**src/rtl/register_if_id.sv**
```systemverilog
// IF/ID pipeline register: captures the Fetch-stage PC, PC+4 and instruction for Decode.
// Synchronous reset, then flush (bubble), then stall (hold), then load.
module register_if_id #(
    parameter int               XLEN        = 32,
    parameter logic [XLEN-1:0]  FLUSH_INSTR = 32'h00000000
) (
    input  logic            clk,
    input  logic            reset,
    input  logic            StallD,
    input  logic            FlushD,
    input  logic [XLEN-1:0] PCF,
    input  logic [XLEN-1:0] PCPlus4F,
    input  logic [XLEN-1:0] RD,
    output logic [XLEN-1:0] PCD,
    output logic [XLEN-1:0] PCPlus4D,
    output logic [XLEN-1:0] InstrD
);

    // Reset and flush both leave a bubble; flush wins over a simultaneous stall.
    always_ff @(posedge clk) begin
        if (reset || FlushD) begin
            PCD      <= '0;
            PCPlus4D <= '0;
            InstrD   <= FLUSH_INSTR;
        end else if (!StallD) begin
            PCD      <= PCF;
            PCPlus4D <= PCPlus4F;
            InstrD   <= RD;
        end
    end

endmodule

```
**config.mk**
```make
export PLATFORM = sky130hd
export DESIGN_NAME = register_if_id
export DESIGN_NICKNAME = d
export VERILOG_FILES = /design/src/rtl/register_if_id.sv
export SDC_FILE = /design/constraint.sdc
export NUM_CORES = 1
export LEC_CHECK = 0
export ABC_AREA = 1
export BUFFER_PORTS_ARGS = -buffer_cell sky130_fd_sc_hd__buf_2
export CORE_MARGIN = 3
export CORE_UTILIZATION = 25
export CTS_CLUSTER_DIAMETER = 60
export DETAILED_ROUTE_END_ITERATION = 6
export GPL_ROUTABILITY_DRIVEN = 0
export PLACE_DENSITY = 0.61
export SYNTH_ARGS = -nofsm -noshare
export SYNTH_HDL_FRONTEND = slang
export SYNTH_SLANG_ARGS = --single-unit
```
**constraint.sdc**
```tcl
create_clock -name clk -period 0.88 [get_ports clk]
set_clock_uncertainty 0.2 [all_clocks]
set_input_delay 0.176 -clock clk [delete_from_list [all_inputs] [get_ports clk]]
set_output_delay 0.176 -clock clk [all_outputs]
set_load 0.01 [all_outputs]
```
* Yosys cells after proc, flatten, opt, wreduce, memory -nomap -nowiden
Cells that the tools add are included.
** Storage, ports and cells
- Register bits after elaboration :: 96
- Latch bits :: 0
- Bits in writable memories :: 0
- Memory bits (read-only) :: 0
- Input bits :: 100
- Word-level logic and storage cells :: 4
- Memories :: 0
** Cells by class
- $add $sub $neg :: 0
- Multipliers :: 0
- Div/mod/pow operators :: 0
- Magnitude comparators :: 0
- Equal/unequal tests :: 0
- Shift-type cells :: 0
- Muxes and demuxes :: 0
- Bitwise gates (word level) :: 0
- Reductions and logical operators :: 1
** Operators by type and width (count)
- logical OR 1 bit :: 1

* Longest topological paths before layout
- Depth after elaboration :: 1
- Gate-level depth with buffers :: 5
- Mapped depth without buffers :: 4

* Worst setup path after synthesis
Ideal clock, no wire load.
- Path kind :: input -> register
- From :: input FlushD
- To :: register PCD[25]
- Setup time :: 64 ps
- Data arrival time :: 703 ps
- Required time :: 616 ps
- Path slack :: -87 ps
- Stages on the path :: 5
- Cell sequence :: nor2_4 > buf_4 > buf_6 > nand2_1 > nor2_1
** On the way
- Cells in the longest elaborated chain, start to end :: 1
** Ends and longest elaborated chain
- start: declaration :: RTL line 10 : input logic FlushD,
- logical OR 1 bit :: RTL line 21 : if (reset || FlushD) begin
- end signal: assignment :: RTL line 22 : PCD <= '0;
- end signal: assignment :: RTL line 26 : PCD <= PCF;
- end: declaration :: RTL line 14 : output logic [XLEN-1:0] PCD,
No other way between the ends.
A chain may end at the register's enable or synchronous reset.

* Final worst setup path
- From :: register InstrD[27]
- To :: output InstrD[27]
** RTL lines
- start: declaration :: RTL line 16 : output logic [XLEN-1:0] InstrD
- start signal: assignment :: RTL line 24 : InstrD <= FLUSH_INSTR;
- start signal: assignment :: RTL line 28 : InstrD <= RD;
No word-level cell between the ends.

==> results.cfg <==
[drt]
post_drt_wl_per_cell_um = 11.0
antenna_left = 0
route.detailed.drc = 0
viasPerCell = 3.82
first_pass_iters = 4
totalWireLength_um = 11300
first_iter_violations = 131
vias = 3922

[critical_path]
arrival_ns = 0.79
cp-end-kind = output port
cp_num_cells = 1
critPathMaxStageDelay_ns = 0.35
crit_family = flip-flops
critical_path_class = flip-flop to output port
r2r.worst_path.cells = 5
cp_max_fo = 2
critPathBufInv = 1
worstPathRequired_ns = 0.50
setup.worst_path.start_class = flip-flop
crit_slowest_cell = dfxtp_2
cp_cell_sequence = buf_6
rrSetupSlack_ns = -0.05

[layout]
final_area_mm2 = 0.00641
final_util_pct = 42.0
finish.net_count = 910
syn_to_final_growth_pct = 63.8
antenna_cells = 0
nFillCells = 1569
drive_gt1_share_pct = 45.3

[clock_tree]
cts_root_buf = clkbuf_16
clk_latency_ns = 0.34
htree_levels = 3
cts_buffers = 9
cts_tree = yes
clock_sinks = 96
cts_buffer_depth = 2
path_clk_slew_ns = 0.07

[synthesis]
synthCells = 608
netlist.top_cell.by_area = dfxtp_1
ys_ff_latch = 96
synth.top_cells.by_area = dfxtp_1 (49%), nand2_1 (18%), nor2_1 (18%), inv_1 (9.2%), buf_2 (3.2%)
synth_top_area_share_pct = 49.1
yosys_warnings = 0
avgSynthCellArea_um2 = 6.44
synth_area_mm2 = 0.00392
ys_seq_area_share_pct = 49.1
synth.distinct_cells = 9
synth_fp_nets = 708

[pwr]
power.density_mw_per_mm2 = 1640
irDropWorstVdd_mv = 1.36
power_uw = 10500
p_leak_uw = 0.00320

[timing]
max-slew-margin-rel_pct = 85.8
fin_ws_ns = -0.290
fmax_ghz = 0.855
period_needed_ns = 1.17
hold-worst-slack_ns = -0.161
hold_violations = 96
worst_slew_pin_slew_ns = 0.213
fin_tns_setup_ns = -26.76
drv_slew = 0
rsz0062_at_grt = yes
setup_viol = 105
min_period_over_period_pct = 133

[die]
core_area_mm2 = 0.0153
die-width_um = 131
rows = 45
start_util_pct = 25.7
die_h_um = 131
pin_count = 196
die_area_mm2 = 0.0172

[grt]
grt_pass1_wl_um = 17500
grt_use_total_pct = 12.4
grt_max_degree = 48
overflow = 0
antenna_found_initial = 1
grt_pass1_vias = 3603

[placement]
dp_hpwl_um = 7360
pre_cts_ws_ns = -0.311
placed_cell_area_mm2 = 0.00515
port-buffer-count = 195

[min_path]
min_path_type = input port to flip-flop
min_path_cells = 3

[flow_run]
drv_cap = 0

[run_status]
status = finished, violations left
failed_checks = hold timing, setup timing
[kinds of logic (layout without fill, tap and decap cells)]
family,count (synthesis),in the layout,share of synthesized area [%]
DFF,96,96,49.1
and+or+nand+nor,385,385,37.1
buffers and inverters,127,334,13.8
[worst paths after layout]
path | startpoint | to
hold reg to reg | PCD[0] | PCD[0]
setup reg to reg | PCPlus4D[22] | PCPlus4D[22]
setup / recovery | InstrD[27] | InstrD[27]
hold / removal | PCF[15] | PCD[15]
[where the power goes]
part / total (uW) / switching [uW] / internal, uW
Clock: 4250 / 1690 / 2570
Sequential: 4710 / 135 / 4570
Combinational: 1580 / 745 / 840
[through the flow]
stage	hold slack, ns	instances
after floorplan	0.105	608
after global placement	0.194	997
after detailed placement	0.197	997
after CTS	-0.174	1016
after global routing	-0.172	1026
final	-0.161	1026
[layout make-up]
class	count	area, um2	area share, %
Sequential cell	96	2040	31.8
Timing Repair Buffer	222	1920	30.0
Multi-Input combinational cell	385	1500	23.4
Inverter	96	360	5.62
Tap cell	211	264	4.12
Clock buffer	11	243	3.78
Clock inverter	5	80.1	1.25
[placed cells by master, fill, tap and decap left out]
cell	n
nor2_1	190
clkbuf_8	1
inv_2	15
buf_6	103
clkbuf_1	1
nand2_1	174
buf_2	98
clkinvlp_4	2
dfxtp_2	96
nor2_4	1
buf_12	5
nor2_2	2
nand2_2	18
clkbuf_16	12
buf_4	13
bufinv_16	2
clkinv_2	1
inv_1	81
[repair_timing]
action,in CTS,in global routing
cloned,0,4
resized for setup,199,36
setup buffers,3,6
endpoints found under the hold margin,96,96
pin swaps,0,16
endpoints found under the setup margin,96,127
[Yosys cell counts (all sizes together)]
cell type,number
nor2,193
clkbuf,1
dfxtp,96
buf,30
nand2,192
inv,96
[state kept, by name, summed over array words and instances, names as in the netlist]
register,flops
InstrD,32
PCD,32
PCPlus4D,32
[layer usage]
layer  part of all wire, %  GRT usage, %  vias up  wire (um)
met4                   1.3          4.03        2        148
li1                      -             -     2112          -
met3                   8.7          5.74       13        984
met5                  0.12             0        -         13
met2                    47          20.0      130       5320
met1                    43          14.6     1665       4810
Note: power is estimated with default switching activity, not from simulation.
